`src/rtl/wave_capture.sv`:
```
// -----------------------------------------------------------------------------
// wave_capture
//
// Upstream producer for the waveform display path. Watches the audio sample
// stream for a positive-going zero crossing (or, optionally, a forced trigger
// after AUTO_TRIG samples without one). It then captures 256 consecutive
// samples, converted to 8-bit offset binary, into one half of a 512-entry
// double-buffered sample RAM. The display reads half `read_index` while
// capture writes half `~read_index`. The halves are swapped only when the
// display reports idle, so every frame the display sees is complete and stable.
//
// Ports:
//   clk                input   system clock
//   reset              input   synchronous, active-low reset
//   new_sample_ready   input   one-cycle strobe, new_sample_in valid this cycle
//   new_sample_in      input   signed two's-complement audio sample
//   wave_display_idle  input   high while the display is outside active drawing
//   write_address      output  RAM write address {half, index[7:0]}
//   write_enable       output  RAM write strobe, one cycle per captured sample
//   write_sample       output  offset-binary 8-bit sample for the RAM
//   read_index         output  half the display reads (capture writes the other)
//   capture_state      output  current FSM state (ARMED=00, ACTIVE=01, WAIT=10)
//
// Handshake: new_sample_ready acts as a valid with an implicit, permanent
// ready. Every cycle with new_sample_ready=1 delivers exactly one sample, and
// that sample is consumed in that same cycle. Back-to-back strobes are legal
// and lose nothing. In ACTIVE, each accepted sample produces exactly one
// write_enable pulse on the following cycle.
// -----------------------------------------------------------------------------
module wave_capture #(
    parameter int SAMPLE_W  = 16,
    parameter int AUTO_TRIG = 1024
) (
    input  logic                clk,
    input  logic                reset,
    input  logic                new_sample_ready,
    input  logic [SAMPLE_W-1:0] new_sample_in,
    input  logic                wave_display_idle,
    output logic [8:0]          write_address,
    output logic                write_enable,
    output logic [7:0]          write_sample,
    output logic                read_index,
    output logic [1:0]          capture_state
);

    // The counter only has to reach AUTO_TRIG-1. When auto-trigger is
    // disabled, the counter is a single free-running bit that is never
    // compared against anything.
    localparam int CNT_W = (AUTO_TRIG > 1) ? $clog2(AUTO_TRIG) : 1;
    localparam bit AUTO_EN = (AUTO_TRIG != 0);
    localparam logic [CNT_W-1:0] CNT_LAST = AUTO_EN ? CNT_W'(AUTO_TRIG - 1) : '0;

    typedef enum logic [1:0] {
        ST_ARMED  = 2'b00,
        ST_ACTIVE = 2'b01,
        ST_WAIT   = 2'b10
    } state_t;

    state_t             state;
    state_t             state_next;
    logic [7:0]         index;
    logic [7:0]         index_next;
    logic [CNT_W-1:0]   trig_count;
    logic [CNT_W-1:0]   trig_count_next;
    logic               read_index_next;
    logic [SAMPLE_W-1:0] prev_sample;

    logic               crossing;
    logic               auto_fire;
    logic               capture;
    logic [7:0]         capture_index;
    logic [7:0]         converted;

    // Only the sign of the previous sample drives the crossing detector. The
    // remaining bits are kept so that the register holds the full last sample.
    logic               prev_low_unused;
    assign prev_low_unused = ^prev_sample[SAMPLE_W-2:0];

    // Positive-going zero crossing: the previous sample was negative and this
    // one is non-negative. Because prev_sample resets to 0, nothing can fire
    // until a negative sample has been seen.
    assign crossing  = new_sample_ready
                       && prev_sample[SAMPLE_W-1]
                       && !new_sample_in[SAMPLE_W-1];
    assign auto_fire = AUTO_EN && (trig_count == CNT_LAST);

    // Offset binary: the top 8 bits with the sign inverted, so that 0x8000
    // maps to 0x00, 0x0000 maps to 0x80, and 0x7FFF maps to 0xFF.
    assign converted = {~new_sample_in[SAMPLE_W-1], new_sample_in[SAMPLE_W-2 -: 7]};

    assign capture_state = state;

    // -------------------------------------------------------------------------
    // Next-state and datapath control
    // -------------------------------------------------------------------------
    always_comb begin
        state_next      = state;
        index_next      = index;
        trig_count_next = trig_count;
        read_index_next = read_index;
        capture         = 1'b0;
        capture_index   = index;

        case (state)
            ST_ARMED: begin
                if (new_sample_ready) begin
                    if (crossing || auto_fire) begin
                        // The trigger sample itself is frame entry 0.
                        capture         = 1'b1;
                        capture_index   = 8'd0;
                        index_next      = 8'd1;
                        trig_count_next = '0;
                        state_next      = ST_ACTIVE;
                    end else begin
                        trig_count_next = trig_count + 1'b1;
                    end
                end
            end

            ST_ACTIVE: begin
                // Crossings are ignored here. Every strobe is one frame entry.
                if (new_sample_ready) begin
                    capture    = 1'b1;
                    index_next = index + 8'd1;
                    if (index == 8'hFF) begin
                        state_next = ST_WAIT;
                    end
                end
            end

            ST_WAIT: begin
                // The swap happens only while the display is idle. A sample
                // arriving on this edge updates prev_sample, but ARMED does
                // not evaluate it for a trigger.
                if (wave_display_idle) begin
                    read_index_next = ~read_index;
                    trig_count_next = '0;
                    state_next      = ST_ARMED;
                end
            end

            default: begin
                // 2'b11 is unreachable. Recover to a clean ARMED state.
                index_next      = 8'd0;
                trig_count_next = '0;
                state_next      = ST_ARMED;
            end
        endcase
    end

    // -------------------------------------------------------------------------
    // State register
    // -------------------------------------------------------------------------
    always_ff @(posedge clk) begin
        if (!reset) begin
            state <= ST_ARMED;
        end else begin
            state <= state_next;
        end
    end

    // -------------------------------------------------------------------------
    // Counters, buffer index and sample history
    // -------------------------------------------------------------------------
    always_ff @(posedge clk) begin
        if (!reset) begin
            index       <= 8'd0;
            trig_count  <= '0;
            read_index  <= 1'b0;
            prev_sample <= '0;
        end else begin
            index      <= index_next;
            trig_count <= trig_count_next;
            read_index <= read_index_next;
            if (new_sample_ready) begin
                prev_sample <= new_sample_in;
            end
        end
    end

    // -------------------------------------------------------------------------
    // Registered RAM write port. Address and data hold between pulses.
    // read_index cannot change while ACTIVE, so {~read_index, index} always
    // lands in the half the display is not reading.
    // -------------------------------------------------------------------------
    always_ff @(posedge clk) begin
        if (!reset) begin
            write_enable  <= 1'b0;
            write_address <= 9'd0;
            write_sample  <= 8'd0;
        end else begin
            write_enable <= capture;
            if (capture) begin
                write_address <= {~read_index, capture_index};
                write_sample  <= converted;
            end
        end
    end

endmodule

```
`config.mk`:
```
export PLATFORM = sky130hd
export DESIGN_NAME = wave_capture
export DESIGN_NICKNAME = d
export VERILOG_FILES = /design/src/rtl/wave_capture.sv
export SDC_FILE = /design/constraint.sdc
export NUM_CORES = 1
export LEC_CHECK = 0
export CAP_MARGIN = 20
export CELL_PAD_IN_SITES_DETAIL_PLACEMENT = 1
export CELL_PAD_IN_SITES_GLOBAL_PLACEMENT = 1
export CORE_UTILIZATION = 39
export CTS_CLUSTER_DIAMETER = 30
export DETAILED_ROUTE_END_ITERATION = 16
export PLACE_DENSITY = 0.8
export SLEW_MARGIN = 10
export SYNTH_ARGS = -nofsm -noshare
export SYNTH_HDL_FRONTEND = slang
export SYNTH_SLANG_ARGS = --single-unit
```
`constraint.sdc`:
```
create_clock -name clk -period 4.95 [get_ports clk]
set_clock_uncertainty 0.15 [all_clocks]
set_input_delay 0.7425 -clock clk [delete_from_list [all_inputs] [get_ports clk]]
set_output_delay 0.7425 -clock clk [all_outputs]
set_load 0.05 [all_outputs]
```
==> results.cfg, run 1 <==
[synthesis]
synth_nets = 236
synthTopCellsByArea = dfxtp_1, a21oi_1, a32o_1, nand3_1, o21ai_0
ys_types = 46
yosys_warnings = 0
synth_top_area_share_pct = 43.1
synth.most_common_cell = dfxtp_1
synth_cells = 214
synth_area_mm2 = 0.00186
synth-edff-count = 0
synth_largest_area_cell = dfxtp_1
synth-async-reset-ratio_pct = 0
synthFlopType = dfxtp_1
syn_avg_cell_area_um2 = 8.69
yosys_register_bits = 40
synth_commonest_cells = dfxtp_1, a21oi_1, nand2_1
ys_seq_area_share_pct = 43.1

[detailed_routing]
vias_per_cell = 6.09
wl_um = 4940
firstDrtPassIters = 10
wl_per_cell_um = 17.0
drc_errors = 2
drtAntennaViolNets = 0
drt_iter0_drc = 86
vias = 1771

[cts]
clockBufferDepth = 2
clock-sinks = 40
cts_hold_buf = 0
cts-resized-gates = 0
clkLatencyLatePin_ps = 290
htree_levels = 2
post_cts_buffers = 0
cts_buffers = 5
cts_tree = done
path_clk_slew_ps = 70
root_buffer = clkbuf_8

[die]
pin_count = 41
die_h_um = 71.0
rows = 24
fp.dieArea_mm2 = 0.00505
dieWidth_um = 71.0
start_util_pct = 41.6
core_area_mm2 = 0.00447

[worst_setup_path]
reg2reg_to = write_address[1]$_SDFFE_PN0P_
reg2reg_slack_ps = 2510
slowest_delay_ps = 740
r2r_start = trig_count[0]$_SDFFE_PN0P_
cp_cell_sequence = clkdlybuf4s50_1 > or3b_1 > and2_1 > or4_4 > a211oi_2
r2r_cells = 5
crit_path_top_delay_cell = clkdlybuf4s50_1
cp-start-kind = input pin
cp.arrival_ps = 3050
worstPathRequired_ps = 5010
end_kind = flop
critPathKind = input pin to flop
cp_max_fo = 11
worstSetupStartpoint = new_sample_ready

[min_path]
whs_path_depth = 2
hold_path_class = flop to flop
min_from = write_sample[0]$_SDFFE_PN0P_
min_to = write_sample[0]$_SDFFE_PN0P_

[global_routing]
grt_pass1_wl_um = 8370
antenna_found_initial = 0
grt_max_degree = 29
grt_overflow = 0
grt.total_usage_pct = 21.1
grt_pass1_vias = 1743

[place]
place.gp.congestion = 0.785
dp_hpwl_um = 3300
portBuffers = 32
post_dp_cell_area_mm2 = 0.00219

[timing]
final.setup.tns_ps = 0
finalHoldViolCount = 0
worstMarginPinSlew_ps = 806
slew_viol_final = 0
maxSlewHeadroom_pct = 46.3
rsz0062_at_grt = false
max_freq_ghz = 0.335
setup_viol = 0
period_minus_slack_ps = 2990
timing.final.crit_share_pct = 60.4

[job]
drv_cap = 0

[power_and_ir_drop]
ir_worst_vdd_v = 0.000129
leakage_nw = 0.713
p_per_area_mw_per_mm2 = 263

[finish]
area_growth_pct = 22.7
drive_gt1_share_pct = 5.86
nets = 261
diodes = 0
n_fill_cell = 516
fin_area_mm2 = 0.00228

[run_status]
status = finished with violations
violations = design-rule violations
[power breakdown]
part / leakage, nW / internal, mW / switching [mW] / total (mW)
Combinational: 0.349 / 0.0225 / 0.0391 / 0.0617
Clock: 0.0410 / 0.0959 / 0.112 / 0.208
Sequential: 0.323 / 0.327 / 0.00551 / 0.332
Total: 0.713 / 0.445 / 0.156 / 0.601
[per-stage QoR]
stage | power, mW | worst slack [ps] | cells | hold slack (ps) | util [%]
after floorplan | 0.377 | 2560 | 214 | 302 | -
after global placement | 0.399 | 1690 | 283 | 312 | 48.9
after detailed placement | 0.400 | 1690 | 283 | 322 | 48.9
after CTS | 0.604 | 2000 | 290 | 337 | 50.6
after global routing | 0.625 | 1870 | 291 | 361 | 51.0
final | 0.601 | 1960 | 291 | 333 | 51.0
[cell families (layout without fill, tap and decap cells)]
kind of cell | after synthesis | count (layout) | share of synthesized area, %
DFF | 40 | 40 | 43.1
adders and majority gates | 2 | 2 | 1.35
and+or+nand+nor | 77 | 77 | 22.7
AOI/OAI and AO/OA | 69 | 69 | 25.4
muxes | 1 | 1 | 0.538
buffers and inverters | 20 | 45 | 4.58
xor gates and xnor gates | 5 | 5 | 2.36
[worst max-delay path, delay by kind of cell]
family / cells / cell delay (ps)
buffers and inverters: 1 / 740
AO/OA/AOI/OAI: 1 / 230
AND/OR/NAND/NOR: 3 / 1340
[per-layer routing]
metal,part of all wire (%),global-route usage [%],vias up,wire (um)
li1,-,-,866,-
met1,48,26.1,861,2370
met2,46,35.7,38,2290
met3,4.6,5.56,6,226
met4,1.1,6.89,0,54
met5,0,0,-,0
[final cells by class]
type                    instances  area [um^2]  share of cell area [%]
flip-flops and latches         40          801                    35.1
clock buffers                   6         72.6                    3.18
well taps                      52         65.1                    2.85
repair buffers                 34          333                    14.6
inverters                       4         15.0                   0.658
multi-input cells             154          991                    43.4
clock inverters                 1         5.00                   0.219
[worst max-delay path by stage]
stage / cells past startpoint / slack, ps / endpoint
6_report: 5 / 1960 / trig_count[8]$_SDFFE_PN0P_
3_3_place_gp: 5 / 1690 / trig_count[8]$_SDFFE_PN0P_
3_5_place_dp: 5 / 1690 / trig_count[8]$_SDFFE_PN0P_
5_1_grt: 5 / 1870 / trig_count[8]$_SDFFE_PN0P_
4_1_cts: 5 / 2000 / trig_count[8]$_SDFFE_PN0P_
2_1_floorplan: 6 / 2560 / trig_count[8]$_SDFFE_PN0P_
[sequential cells by signal, summed over array words and instances (netlist names)]
register and flops:
trig_count 10, read_index 1, write_address 9, index 8, write_enable 1, prev_sample 1
capture_state 2, write_sample 8
[layout by cell type (no fill, tap or decap), types with 4 or more instances in the layout]
| cell | synthesis | layout |
|---|---|---|
| a32o_1 | 8 | 8 |
| nand3_1 | 16 | 16 |
| a211oi_1 | 4 | 4 |
| a21oi_1 | 19 | 19 |
| nand2_1 | 17 | 17 |
| dfxtp_1 | 40 | 40 |
| o21ai_0 | 16 | 16 |
| nor3_1 | 6 | 6 |
| nand4_1 | 4 | 4 |
| nor2_1 | 9 | 9 |
| xnor2_1 | 5 | 5 |
| clkdlybuf4s50_1 | 0 | 32 |
| o31ai_1 | 4 | 4 |
| clkbuf_8 | 0 | 5 |
(Power assumes the default switching activity.)
==> inputs of run 2 (changes only) <==
- CORE_UTILIZATION: 39 -> 37
- PLACE_DENSITY: 0.8 -> 0.77
- clock period: 4.95 -> 3.11 ns (I/O delays scaled with it)
==> run 2 against run 1 <==
  * Critical path depth decreased by 4
  * Die area increased by 5.2%
  * Worst hold slack about the same
  * Final cell count up 7.6%
  * Via count up 0.45%
  * Flip-flop and latch count is the same
  * Combinational power grew 70%
  * Register-to-register slack got worse by 1800 ps
  * The flow now finishes without violations
  * Power is 81% higher
==> results.cfg, run 2 (synthesis gave the netlist of run 1 again) <==
[detailed_routing]
vias_per_cell = 5.68
drtAntennaViolNets = 0
vias = 1779
wl_per_cell_um = 15.5
wl_um = 4860
drc_errors = 0
drt_iter0_drc = 42
firstDrtPassIters = 4

[cts]
cts_hold_buf = 0
clkLatencyLatePin_ps = 300
path_clk_slew_ps = 80
post_cts_buffers = 0
cts-resized-gates = 0
cts_tree = done
clockBufferDepth = 2
cts_buffers = 5
root_buffer = clkbuf_8
clock-sinks = 40
htree_levels = 2

[die]
core_area_mm2 = 0.00479
dieWidth_um = 72.9
start_util_pct = 38.8
fp.dieArea_mm2 = 0.00531
pin_count = 41
die_h_um = 72.9
rows = 25

[place]
portBuffers = 32
dp_hpwl_um = 3330
place.gp.congestion = 0.799
pre_cts_ws_ps = 405
post_dp_cell_area_mm2 = 0.00226

[finish]
mostFrequentLayoutCells = dfxtp_1, clkdlybuf4s50_1, a21oi_1
diodes = 0
drive_gt1_share_pct = 8.94
regMostFlops = trig_count
fin_area_mm2 = 0.00238
reg_top3 = trig_count (10), write_address (9)
nets = 267
area_growth_pct = 28.1
final_common_cell = dfxtp_1
largest_register_ffs = 10

[job]
drv_cap = 0

[power_and_ir_drop]
ir_worst_vdd_v = 0.000238
leakage_nw = 0.760
p_per_area_mw_per_mm2 = 456

[run_status]
status = finished clean

[worst_setup_path]
reg2reg_slack_ps = 690
cp_max_fo = 17
cp-start-kind = flop
cp.arrival_ps = 1880
end_kind = primary output
r2r_start = trig_count[0]$_SDFFE_PN0P_
slowest_delay_ps = 910
crit_cells = 1
cp_cell_sequence = clkdlybuf4s50_1
critPathKind = flop to primary output
worstPathRequired_ps = 2490
crit_path_top_delay_cell = clkdlybuf4s50_1
r2r_cells = 6
crit_family = buffers and inverters
reg2reg_to = write_address[8]$_SDFFE_PN0P_
critPathBufInv = 1

[timing]
final.setup.tns_ps = 0
rsz0062_at_grt = false
setup_viol = 0
period_minus_slack_ps = 2500
slew_viol_final = 0
max_freq_ghz = 0.401
worstMarginPinSlew_ps = 771
timing.final.crit_share_pct = 80.3
setup_ws_ps = 614
finalHoldViolCount = 0
maxSlewHeadroom_pct = 48.6
hold_slack_ps = 333

[global_routing]
grt_pass1_wl_um = 8200
grt_max_degree = 28
grt_pass1_vias = 1757
grt.total_usage_pct = 20.2
use_met2_pct = 34.4
grt-busiest-layer = met2
grt_overflow = 0
grt_use_met1_pct = 24.8
met3_usage_pct = 4.97
antenna_found_initial = 0

[min_path]
min_from = write_sample[2]$_SDFFE_PN0P_
min_to = write_sample[2]$_SDFFE_PN0P_
whs_path_depth = 2
hold_path_class = flop to flop
[run 2: area by class of cell]
cell class / count / area (um^2)
Sequential cell: 40 / 801
Timing Repair Buffer: 40 / 380
Clock inverter: 2 / 38.8
Clock buffer: 6 / 82.6
Tap cell: 67 / 83.8
Fill cell: 562 / 2400
Inverter: 4 / 15.0
Multi-Input combinational cell: 154 / 980
[run 2: through the flow]
stage | std cells | utilization, % | power [mW]
2_1_floorplan | 214 | - | 0.601
3_3_place_gp | 305 | 47.2 | 0.644
3_5_place_dp | 305 | 47.2 | 0.645
4_1_cts | 313 | 49.8 | 1.10
5_1_grt | 313 | 49.8 | 1.13
6_report | 313 | 49.8 | 1.09
[run 2: how the worst max path moves through the flow]
stage	startpoint	end	slack, ps
after floorplan	capture_state[0]$_SDFFE_PN0P_	trig_count[8]$_SDFFE_PN0P_	860
after global placement	new_sample_ready	trig_count[8]$_SDFFE_PN0P_	450
after detailed placement	new_sample_ready	trig_count[8]$_SDFFE_PN0P_	400
after CTS	capture_state[0]$_SDFFE_PN0P_	capture_state[0]	610
after global routing	trig_count[0]$_SDFFE_PN0P_	write_address[8]$_SDFFE_PN0P_	520
final	capture_state[0]$_SDFFE_PN0P_	capture_state[0]	610
[run 2: where the power goes]
| group | leakage (nW) | switching, mW | internal [mW] |
|---|---|---|---|
| sequential | 0.323 | 0.00852 | 0.520 |
| combinational | 0.376 | 0.0636 | 0.0415 |
| clock | 0.0614 | 0.191 | 0.262 |
[run 2: routing by layer]
layer	wire (um)	vias to the layer above
li1	-	877
met1	2380	859
met2	2230	34
met3	175	9
met4	78	0
met5	0	-
==> inputs of run 3 (changes only) <==
- clock period: 3.11 -> 2.35 ns (I/O delays scaled with it)
==> run 3 against run 2 <==
  * Utilization increased by 1.5 points
  * Clock-buffer cell count decreased by 1
  * Routed wire length increased by 1.9%
  * Sequential share of layout area decreased by 0.96 points
  * Combinational power increased by 50%
  * Critical path depth unchanged
  * Largest power group unchanged
  * Flip-flop and latch count unchanged
  * Non-clock buffer count increased by 15
  * Clock power decreased by 2%
  * Sequential power increased by 32%
  * Final cell count increased by 4.5%
  * Final area increased by 2.9%
==> results.cfg, run 3 (synthesis gave the netlist of run 1 again) <==
[global_routing]
grt_use_met1_pct = 27.4
grt_overflow = 0
grt_pass1_vias = 1738
met3_usage_pct = 2.90
grt_pass1_wl_um = 8360
grt-busiest-layer = met2
grt_max_degree = 27
use_met2_pct = 32.8
grt.total_usage_pct = 20.3
antenna_found_initial = 0

[worst_setup_path]
end_kind = primary output
reg2reg_to = index[3]$_SDFFE_PN0P_
worstPathRequired_ps = 1850
r2r_cells = 6
cp_max_fo = 7
critPathKind = flop to primary output
crit_path_top_delay_cell = clkdlybuf4s50_1
cp.arrival_ps = 1610
slowest_delay_ps = 850
cp_cell_sequence = clkdlybuf4s50_1
r2r_start = trig_count[0]$_SDFFE_PN0P_
reg2reg_slack_ps = 360
crit_cells = 1
cp-start-kind = flop
critPathBufInv = 1
crit_family = buffers and inverters

[power_and_ir_drop]
p_per_area_mw_per_mm2 = 529
ir_worst_vdd_v = 0.000302
power_mw = 1.30
leakage_nw = 0.815

[timing]
period_minus_slack_ps = 2120
finalHoldViolCount = 0
max_freq_ghz = 0.472
final.setup.tns_ps = 0
timing.final.crit_share_pct = 90.1
worstMarginPinSlew_ps = 600
setup_viol = 0
slew_viol_final = 0
maxSlewHeadroom_pct = 59.0
rsz0062_at_grt = false

[cts]
htree_levels = 2
clockBufferDepth = 2
cts_tree = done
cts-resized-gates = 0
post_cts_buffers = 0
root_buffer = clkbuf_8
cts_hold_buf = 0
clock-sinks = 40
path_clk_slew_ps = 80
clkLatencyLatePin_ps = 300
cts_buffers = 5

[finish]
reg_top3 = trig_count (10), write_address (9)
largest_register_ffs = 10
diodes = 0
drive_gt1_share_pct = 14.2
final_common_cell = dfxtp_1
regMostFlops = trig_count
nets = 282
mostFrequentLayoutCells = dfxtp_1, clkdlybuf4s50_1, buf_4
area_growth_pct = 31.8
fin_cells = 327

[place]
portBuffers = 32
dp_hpwl_um = 3510
place.gp.congestion = 0.749
post-place-cells = 320

[die]
die_h_um = 72.9
start_util_pct = 38.8
pin_count = 41
fp.dieArea_mm2 = 0.00531
core_area_mm2 = 0.00479
dieWidth_um = 72.9
rows = 25

[detailed_routing]
drtAntennaViolNets = 0
drt_iter0_drc = 94
vias = 1804
wl_per_cell_um = 15.1
firstDrtPassIters = 4
wl_um = 4950
drc_errors = 0
vias_per_cell = 5.52

[min_path]
hold_path_class = flop to flop
min_from = write_sample[0]$_SDFFE_PN0P_
min_to = write_sample[0]$_SDFFE_PN0P_
whs_path_depth = 2

[run_status]
status = finished clean

[job]
drv_cap = 0
-- run 3: cell types whose count changed in the layout (fill, tap and decap cells not counted), sizes merged --
cell	previous run	this run
buf	8	24
bufinv	1	0
clkbuf	6	5
clkdlybuf4s50	32	31
clkinvlp	0	1
-- run 3: per-stage QoR --
step | util (%) | hold WS, ps | cell area (um^2) | setup slack [ps]
2_1_floorplan | - | 302 | 1860 | 96.8
3_5_place_dp | 49.5 | 320 | 2370 | -74.7
6_report | 51.2 | 327 | 2450 | 233
3_3_place_gp | 49.5 | 314 | 2370 | -1.57
4_1_cts | 51.2 | 333 | 2450 | 230
5_1_grt | 51.2 | 357 | 2450 | 174
-- run 3: layout make-up --
cell class	count	area (um^2)
fill	557	2330
multi-input combinational	154	980
sequential	40	801
timing repair buffer	55	490
tap	67	83.8
clock buffer	5	68.8
inverter	4	15.0
clock inverter	2	12.5
-- run 3: how the worst max path moves through the flow --
stage / from / slack (ps) / to
after detailed placement: new_sample_ready / -70 / trig_count[7]$_SDFFE_PN0P_
after global routing: capture_state[1]$_SDFFE_PN0P_ / 170 / capture_state[1]
final: capture_state[1]$_SDFFE_PN0P_ / 230 / capture_state[1]
after global placement: new_sample_ready / -2 / trig_count[8]$_SDFFE_PN0P_
after CTS: capture_state[1]$_SDFFE_PN0P_ / 230 / capture_state[1]
after floorplan: capture_state[0]$_SDFFE_PN0P_ / 100 / trig_count[8]$_SDFFE_PN0P_
-- run 3: power by group --
group / total (mW) / switching (mW) / internal (mW)
combinational: 0.157 / 0.0904 / 0.0666
sequential: 0.695 / 0.00693 / 0.688
clock: 0.446 / 0.245 / 0.201
-- run 3: per-layer routing --
metal,vias to the layer above,part of all wire (%),routed length [um]
li1,901,-,-
met1,871,49,2450
met3,7,2.2,109
met2,25,47,2320
met4,0,1.5,72
met5,-,0,0
==> RTL edit: new RTL, config.mk and constraints of run 3 <==
Change the parameter `AUTO_TRIG` from 1024 to 512.
--- a/src/rtl/wave_capture.sv
+++ b/src/rtl/wave_capture.sv
@@ -29,7 +29,7 @@
 // -----------------------------------------------------------------------------
 module wave_capture #(
     parameter int SAMPLE_W  = 16,
-    parameter int AUTO_TRIG = 1024
+    parameter int AUTO_TRIG = 512
 ) (
     input  logic                clk,
     input  logic                reset,
Function: same outputs for any inputs over 10 cycles, from zero or initial values and one cycle with reset low; that may be too few to reach the edited logic, so the function may still have changed.
==> RTL edit against run 3 <==
- routed wire length decreased by 11%
- count of clock-buffer cells in the layout increased by 2
- synthesized area decreased by 5.0%
- final area decreased by 2.3%
- core utilization increased by 2.3 points
- power decreased by 3.3%
- sequential cell count decreased by 1
- fmax decreased by 9.6%
- worst setup slack got worse by 0.23 ns
- critical path type is now reg -> reg
- largest cell class unchanged
==> RTL edit: results (changes against run 3) <==
* Worst IR Drop VDD at 0.000285 V (was 0.000302 V)
* Status: complete, no violations (unchanged)
* Initial DRC count at 71 (was 94)
* Post-synth ARST share at 0 (unchanged)
* R2R Path Start: trig_count[1] (was trig_count[0])
* Hold Path Cell Cnt at 1 (was 2)
* WHS Endpoint: write_address[7] (was write_sample[0])
* Critical-path maximum fanout at 5 (was 7)
* Post-Synthesis Net Count at 209 (was 236)
* Reg2Reg Depth at 10 (was 6)
* Post-Route WL at 4420 µm (was 4950 µm)
* Sw frac at 0.246 (was 0.264)
* Dpl hpwl at 3200 µm (was 3510 µm)
* Dpl ws at -0.100 ns (was -0.0747 ns)
* Largest regs: trig_count (9), write_address (9) (was trig_count (10), write_address (9))
* Fillers at 504 (was 557)
* Largest net degree at the start of global routing at 26 (was 27)
* R2R Setup Slk at 0.007 ns (was 0.36 ns)
* H-tree levels at 2 (unchanged)
* Distinct cells, synth at 45 (was 46)
* Fin crit period at 2.34 ns (was 2.12 ns)
* GPL Wtd Cong at 0.793 (was 0.749)
* First-pass GRT wire length at 7290 µm (was 8360 µm)
* Clock root cell: clkbuf_8 (unchanged)
* ANT cells at 0 (unchanged)
* CP peak stage delay at 0.34 ns (was 0.85 ns)
* Sequential share of the synthesized area at 0.442 (was 0.431)
* Gr usage total at 0.185 (was 0.203)
* DP Area at 0.00224 mm² (was 0.00237 mm²)
* Leak pwr at 0.870 nW (was 0.815 nW)
* Final-stage net count at 258 (was 282)
* Hold Startpoint: write_address[7] (was write_sample[0])
* Placed insts at 277 (was 320)
* Vias at 1,567 (was 1,804)
* Crit path DAT at 2.36 ns (was 1.61 ns)
* Synth cell count leaders: dfxtp_1, nor2_1, a21oi_1, nand2_1, mux2i_1 (was dfxtp_1, a21oi_1, nand2_1, nand3_1, o21ai_0)
* Synth top area cells: dfxtp_1, mux2i_1, nor2_1, a21oi_1, a22o_1 (was dfxtp_1, a21oi_1, a32o_1, nand3_1, o21ai_0)
* Avg Cell Area, Syn at 9.50 µm² (was 8.69 µm²)
* Initial Util at 0.395 (was 0.388)
* WL per Instance at 15.3 µm (was 15.1 µm)
* FF-to-FF End: write_sample[0] (was index[3])
* Max transition margin at 0.657 (was 0.590)
* Cell family with most CP delay: simple AND/OR/NAND/NOR gates (was buffers and inverters)
* Slowest CP cell: dfxtp_2 (was clkdlybuf4s50_1)
[RTL edit: per-stage QoR]
| step | utilization | hold WS (ns) |
|---|---|---|
| floorplan | - | 0.295 |
| global placement | 0.500 | 0.312 |
| detailed placement | 0.500 | 0.315 |
| CTS | 0.525 | 0.337 |
| global route | 0.535 | 0.353 |
| finish | 0.535 | 0.334 |
[RTL edit: worst register-to-register path, cell delays in order, from the launching register on]
cell and delay [ns]:
dfxtp_2 0.34, ha_4 0.15, and3_4 0.17, and3_4 0.17
and3_4 0.19, ha_4 0.15, or2_4 0.27, o211a_4 0.28
clkbuf_16 0.16, mux2i_1 0.14, nor2_1 0.06
[RTL edit: cells by family after synthesis]
| family | share of synthesized area |
|---|---|
| compound gates | 0.191 |
| flops | 0.442 |
| simple gates | 0.242 |
| mux | 0.0623 |
| buf+inv | 0.0368 |
| xor+xnor | 0.00496 |
| fa+ha+maj | 0.0212 |
[RTL edit: what timing repair did]
item / CTS / global route
buffers inserted: 0 / 2
endpoints found under the setup margin: 30 / 26
gates resized for setup: 5 / 2
gates cloned: 0 / 1
pin swaps: 4 / 9
[RTL edit: how the worst max path moves through the flow]
stage,start,endpoint,cells after the start
detailed placement,trig_count[1],write_sample[4],10
CTS,trig_count[0],write_sample[4],10
global route,trig_count[0],write_sample[4],10
finish,trig_count[1],write_sample[0],10
global placement,trig_count[1],write_sample[1],10
floorplan,trig_count[1],write_address[8],10
[RTL edit: power groups by stage]
stage | clock, mW | combinational (mW) | sequential, mW
2_1_floorplan | 0 | 0.0646 | 0.712
3_3_place_gp | 0 | 0.137 | 0.691
3_5_place_dp | 0 | 0.142 | 0.692
4_1_cts | 0.446 | 0.143 | 0.678
5_1_grt | 0.475 | 0.157 | 0.679
6_report | 0.430 | 0.147 | 0.678
[RTL edit: cell type report]
class	count	area share
Sequential cell	39	0.327
Clock inverter	1	0.00209
Timing Repair Buffer	50	0.204
Inverter	4	0.00627
Multi-Input combinational cell	135	0.401
Clock buffer	7	0.0319
Tap cell	52	0.0272
[RTL edit: metal layers]
| metal | up-vias | part of all wire | track usage |
|---|---|---|---|
| met5 | - | 0 | 0 |
| met4 | 0 | 0.020 | 0.0867 |
| met3 | 9 | 0.032 | 0.0356 |
| met2 | 31 | 0.50 | 0.326 |
| met1 | 756 | 0.45 | 0.217 |
| li1 | 771 | - | - |
